$ cat config.mk
export PLATFORM = sky130hd
export DESIGN_NAME = sprite_fetch_sched
export DESIGN_NICKNAME = d
export VERILOG_FILES = /design/src/rtl/sprite_fetch_sched.sv
export SDC_FILE = /design/constraint.sdc
export NUM_CORES = 1
export LEC_CHECK = 0
export CORE_MARGIN = 4
export CORE_UTILIZATION = 40
export DETAILED_ROUTE_END_ITERATION = 16
export GPL_TIMING_DRIVEN = 0
export PLACE_DENSITY = 0.8
export SYNTH_ARGS = -nofsm -noshare
export SYNTH_HDL_FRONTEND = slang
export SYNTH_SLANG_ARGS = --single-unit
$ cat constraint.sdc
create_clock -name clk -period 4.04 [get_ports clk]
set_input_delay 1.212 -clock clk [delete_from_list [all_inputs] [get_ports clk]]
set_output_delay 1.212 -clock clk [all_outputs]
set_load 0.005 [all_outputs]
$ cat src/rtl/sprite_fetch_sched.sv
// Per-line sprite graphics fetch in post-sort HBLANK, plus arbitration of the sprite RAM
// read port between the video fetch and CPU readback.
//   state | meaning
//   IDLE  | waiting for the post-sort column
//   ISSUE | video drives ram_addr for {slot, word}
//   WAIT  | RAM latency; port free for CPU; dvalid on the last cycle
//   DONE  | all slots fetched, waiting for the line to wrap
module sprite_fetch_sched #(
  parameter int NUM_SPRITES = 16,
  parameter int H_ACTIVE    = 640,
  parameter int SORT_TIME   = 64,
  parameter int H_TOTAL     = 800,
  parameter int RAM_LAT     = 2,
  parameter int ADDR_W      = 12,
  parameter int IDX_W       = $clog2(NUM_SPRITES + 1)
) (
  input  logic              clk,
  input  logic              resetn,
  input  logic [11:0]       pix_col,
  output logic [IDX_W-1:0]  sprite_index,
  output logic              sprite_word,
  input  logic [ADDR_W-1:0] vid_addr,
  output logic [1:0]        sprite_dvalid,
  output logic [ADDR_W-1:0] ram_addr,
  input  logic [31:0]       ram_rdata,
  input  logic              cpu_req,
  input  logic [ADDR_W-1:0] cpu_addr,
  output logic              cpu_gnt,
  output logic              cpu_rvalid,
  output logic [31:0]       cpu_rdata,
  output logic              fetch_busy,
  output logic              overrun,
  input  logic              overrun_clr
);

  localparam int POST_SORT = H_ACTIVE + SORT_TIME;
  // pix_col is a free-running count, so decoding one column early puts the first
  // ISSUE on POST_SORT and lets all 32 words land before the line wraps.
  localparam int START_COL = (POST_SORT == 0) ? H_TOTAL - 1 : POST_SORT - 1;
  localparam int SLOT_W    = (NUM_SPRITES > 1) ? $clog2(NUM_SPRITES) : 1;
  localparam int WCNT_W    = $clog2(RAM_LAT + 1);

  typedef enum logic [1:0] {IDLE, ISSUE, WAIT, DONE} state_t;

  state_t              state_q, state_d;
  logic [SLOT_W-1:0]   slot_q, slot_d;
  logic                word_q, word_d;
  logic [WCNT_W-1:0]   wcnt_q, wcnt_d;
  logic                overrun_q, overrun_d;
  logic [ADDR_W-1:0]   ram_addr_q, ram_addr_d;
  logic [RAM_LAT-1:0]  tag_q, tag_d;
  logic [31:0]         cpu_rdata_q, cpu_rdata_d;
  logic                line_wrap, start_hit, busy, ovr_set;

  assign line_wrap = (pix_col == 12'd0);
  assign start_hit = (pix_col == 12'(START_COL));
  assign busy      = (state_q == ISSUE) || (state_q == WAIT);

  always_comb begin
    state_d       = state_q;
    slot_d        = slot_q;
    word_d        = word_q;
    wcnt_d        = wcnt_q;
    sprite_dvalid = 2'b00;
    ovr_set       = 1'b0;
    case (state_q)
      IDLE, DONE: begin
        if (start_hit) begin
          state_d = ISSUE;
          slot_d  = '0;
          word_d  = 1'b0;
        end else if (state_q == DONE && line_wrap) begin
          state_d = IDLE;
        end
      end
      ISSUE: begin
        if (line_wrap) begin
          ovr_set = 1'b1;
          state_d = IDLE;
        end else begin
          state_d = WAIT;
          wcnt_d  = WCNT_W'(1);
        end
      end
      WAIT: begin
        if (line_wrap) begin
          ovr_set = 1'b1;
          state_d = IDLE;
        end else if (wcnt_q == WCNT_W'(RAM_LAT)) begin
          sprite_dvalid[word_q] = 1'b1;
          if (!word_q) begin
            word_d  = 1'b1;
            state_d = ISSUE;
          end else if (slot_q == SLOT_W'(NUM_SPRITES - 1)) begin
            state_d = DONE;
          end else begin
            slot_d  = slot_q + 1'b1;
            word_d  = 1'b0;
            state_d = ISSUE;
          end
        end else begin
          wcnt_d = wcnt_q + 1'b1;
        end
      end
      default: state_d = IDLE;
    endcase
  end

  // Video owns the port only in ISSUE; otherwise a CPU grant takes it, else hold.
  assign cpu_gnt = cpu_req & (state_q != ISSUE);

  always_comb begin
    ram_addr_d = ram_addr_q;
    if (state_q == ISSUE) ram_addr_d = vid_addr;
    else if (cpu_gnt)     ram_addr_d = cpu_addr;
  end

  always_comb begin
    tag_d       = RAM_LAT'({tag_q, cpu_gnt});
    cpu_rdata_d = tag_q[RAM_LAT-1] ? ram_rdata : cpu_rdata_q;
    overrun_d   = overrun_q;
    if (ovr_set)          overrun_d = 1'b1;
    else if (overrun_clr) overrun_d = 1'b0;
  end

  always_ff @(posedge clk or negedge resetn) begin
    if (!resetn) begin
      state_q     <= IDLE;
      slot_q      <= '0;
      word_q      <= 1'b0;
      wcnt_q      <= '0;
      overrun_q   <= 1'b0;
      ram_addr_q  <= '0;
      tag_q       <= '0;
      cpu_rdata_q <= '0;
    end else begin
      state_q     <= state_d;
      slot_q      <= slot_d;
      word_q      <= word_d;
      wcnt_q      <= wcnt_d;
      overrun_q   <= overrun_d;
      ram_addr_q  <= ram_addr_d;
      tag_q       <= tag_d;
      cpu_rdata_q <= cpu_rdata_d;
    end
  end

  assign sprite_index = busy ? IDX_W'(slot_q) : IDX_W'(NUM_SPRITES);
  assign sprite_word  = word_q;
  assign ram_addr     = ram_addr_d;
  assign cpu_rvalid   = tag_q[RAM_LAT-1];
  assign cpu_rdata    = cpu_rdata_d;
  assign fetch_busy   = busy;
  assign overrun      = overrun_q;

endmodule

==> out/results.ini <==
[global_route]
grt_overflow = 0
antenna_found_initial = 0
grt_pass1_wl_um = 10500
track_usage_pct = 17.4
grt_pass1_vias = 2149
grt_max_degree = 35

[clocking]
h-tree-depth = 2
cts_made_buffers = 5
clk_path_buf_depth = 2
clk_pin_slew_ps = 100
clk_latency_ps = 300
tritoncts = done
cts.sinks = 56
cts-root-buf = clkbuf_8

[setup_path]
crit_fanout = 4
ff2ff_setup_slack_ps = 2140
endpoint_kind = primary output
crit_arrival_ps = 2760
reg2reg_to = slot_q[3]$_DFFE_PN0P_
setup.worst_path.end = sprite_dvalid[0]
crit_type = primary input to primary output
startpoint = pix_col[11]
cp-start-kind = primary input
timing.rr.start = state_q[0]$_DFFE_PN0P_
worstPathRequired_ps = 2830
ff2ff_path_depth = 7

[power]
peakVddDrop_uv = 371
p_per_area_mw_per_mm2 = 634
leakagePower_nw = 1.71
total_power_w = 0.00255

[layout]
syn_to_final_growth_pct = 58.6
final_cells = 424
layout_commonest_cell = clkdlybuf4s50_1
nets = 425
drive_gt1_share_pct = 16.9
layout_common_cells = clkdlybuf4s50_1 (114), dfrtp_1 (56), mux2_2 (32), nand2_1 (19)
num-fill-cells = 466
antennaDiodeCount = 0
fin_area_mm2 = 0.00403

[synthesis]
ys_types = 34
postSynthCellCount = 211
synthesis.nets = 288
syn_area_per_cell_um2 = 12.0
seq_area_frac_synth_pct = 55.2
ys_ff_latch = 56
synth_area_mm2 = 0.00254
yosysWarningCount = 0

[drt]
vias = 2099
viasPerCell = 4.95
drc = 0
first_pass_iters = 4
wl_per_cell_um = 16.0
drtIter0Drc = 26
ant_nets = 0
routed_wl_um = 6780

[timing]
fin_crit_sh_pct = 98.4
max_freq_mhz = 252
tns_ps = 0
slew_viol_final = 0
tightest_slew_ps = 804
period_minus_slack_ps = 3980
final-setup-viol-count = 0
fin_skew_ps = 7.40
rsz0062_at_grt = no
maxSlewHeadroom_pct = 46.4
finalHoldViolCount = 0

[place]
place_inst = 413
dpl.hpwl_um = 5160
port_buffers = 126
placed_area_mm2 = 0.00392
gp_congestion = 0.809

[min_path]
hold_path_class = flop to flop

[floorplan]
initial_core_util_pct = 42.1
pin_count = 128
die_y_um = 87.7
dieWidth_um = 87.7
coreArea_mm2 = 0.00603
dieArea_mm2 = 0.00769
num_rows = 28

[outcome]
outcome = completed

[flow_run]
drv_cap = 0

[synthesized netlist by cell type]
master | count | share of area, %
nand4_1 | 2 | 0.49
o21ai_2 | 1 | 0.35
dfrtp_1 | 56 | 55
buf_6 | 2 | 0.89
nor2_1 | 6 | 0.89
nand4b_1 | 1 | 0.35
or4_1 | 4 | 1.2
a21oi_1 | 2 | 0.39
a22o_1 | 1 | 0.35
clkbuf_2 | 1 | 0.20
o21bai_1 | 1 | 0.30
nand2_1 | 20 | 3.0
nor3b_1 | 1 | 0.30
o21a_1 | 2 | 0.59
or4_4 | 1 | 0.44
o21ai_1 | 3 | 0.59
clkbuf_1 | 5 | 0.74
nand4_4 | 1 | 0.84
a21o_1 | 3 | 0.89
buf_1 | 4 | 0.59
o22ai_1 | 1 | 0.25
or2b_1 | 1 | 0.30
o21ai_0 | 12 | 2.4
or3_1 | 2 | 0.49
ha_1 | 5 | 2.5
o211ai_1 | 3 | 0.89
mux2_2 | 32 | 14
mux2i_2 | 1 | 0.54
mux2i_1 | 12 | 4.7
nor2b_1 | 6 | 1.5
nor3_4 | 1 | 0.64
inv_1 | 8 | 1.2
nand3_1 | 8 | 1.6
nor3_1 | 2 | 0.39
[layout make-up]
class | instances | area, um^2 | area share, %
flip-flops and latches | 56 | 1400 | 34.8
inverters | 8 | 30.0 | 0.746
well taps | 75 | 93.8 | 2.33
clock inverters | 2 | 16.3 | 0.404
repair buffers | 131 | 1300 | 32.2
multi-input cells | 135 | 1070 | 26.5
plain buffers | 11 | 51.3 | 1.27
clock buffers | 6 | 72.6 | 1.80
[how the worst min path moves through the flow]
stage | from | to | depth (start not counted)
final | tag_q[0]$_DFF_PN0_ | tag_q[1]$_DFF_PN0_ | 0
after global routing | tag_q[0]$_DFF_PN0_ | tag_q[1]$_DFF_PN0_ | 0
after CTS | tag_q[0]$_DFF_PN0_ | tag_q[1]$_DFF_PN0_ | 0
after detailed placement | tag_q[0]$_DFF_PN0_ | tag_q[1]$_DFF_PN0_ | 0
after global placement | tag_q[0]$_DFF_PN0_ | tag_q[1]$_DFF_PN0_ | 0
after floorplan | tag_q[0]$_DFF_PN0_ | tag_q[1]$_DFF_PN0_ | 0
[stage by stage]
stage / util (%) / setup slack [ps] / hold slack [ps]
5_1_grt: 66.8 / 18.5 / 401
6_report: 66.8 / 64.2 / 372
3_5_place_dp: 65.0 / -544 / 357
4_1_cts: 66.7 / -22.9 / 382
2_1_floorplan: - / 425 / 331
3_3_place_gp: 64.6 / -512 / 333
[critical path, stage by stage]
cell and delay (ps):
clkdlybuf4s50_1 390, or4_4 440, or3_4 430, nand2_4 110
nor3b_2 50, buf_2 130
[power by group]
| group | leakage (nW) | switching [W] | total, W | internal (W) |
|---|---|---|---|---|
| combinational | 0.995 | 0.000544 | 0.00135 | 0.000802 |
| sequential | 0.672 | 0.0000919 | 0.000900 | 0.000808 |
| clock | 0.0414 | 0.000183 | 0.000307 | 0.000124 |
[routing by layer]
layer | global-route usage [%] | vias to the layer above | part of all wire (%)
met5 | 0 | - | 0
met2 | 29.4 | 77 | 49
li1 | - | 1012 | -
met1 | 22.7 | 1008 | 43
met3 | 4.52 | 2 | 8.0
met4 | 3.77 | 0 | 0.46
[sequential cells by signal, summed over array words and instances (netlist names)]
| name | flops |
|---|---|
| overrun | 1 |
| slot_q | 4 |
| cpu_rdata_q | 32 |
| ram_addr_q | 12 |
| tag_q | 2 |
| state_q | 2 |
| wcnt_q | 2 |
| sprite_word | 1 |
[what timing repair did]
item / 4_1_cts / 5_1_grt
gates cloned: 0 / 0
setup endpoints to repair: 12 / 2
setup buffers: 2 / 2
pin swaps: 3 / 2
hold buffers: 0 / 0
resized for setup: 21 / 2
[logic make-up after synthesis]
kind of cell / Yosys count / share of synthesized area, %
and+or+nand+nor: 56 / 12.3
muxes: 45 / 19.5
adders and majority gates: 5 / 2.46
buffers and inverters: 20 / 3.60
AOI/OAI and AO/OA: 29 / 6.95
DFF: 56 / 55.2
Note: power is estimated with default switching activity, not from simulation.
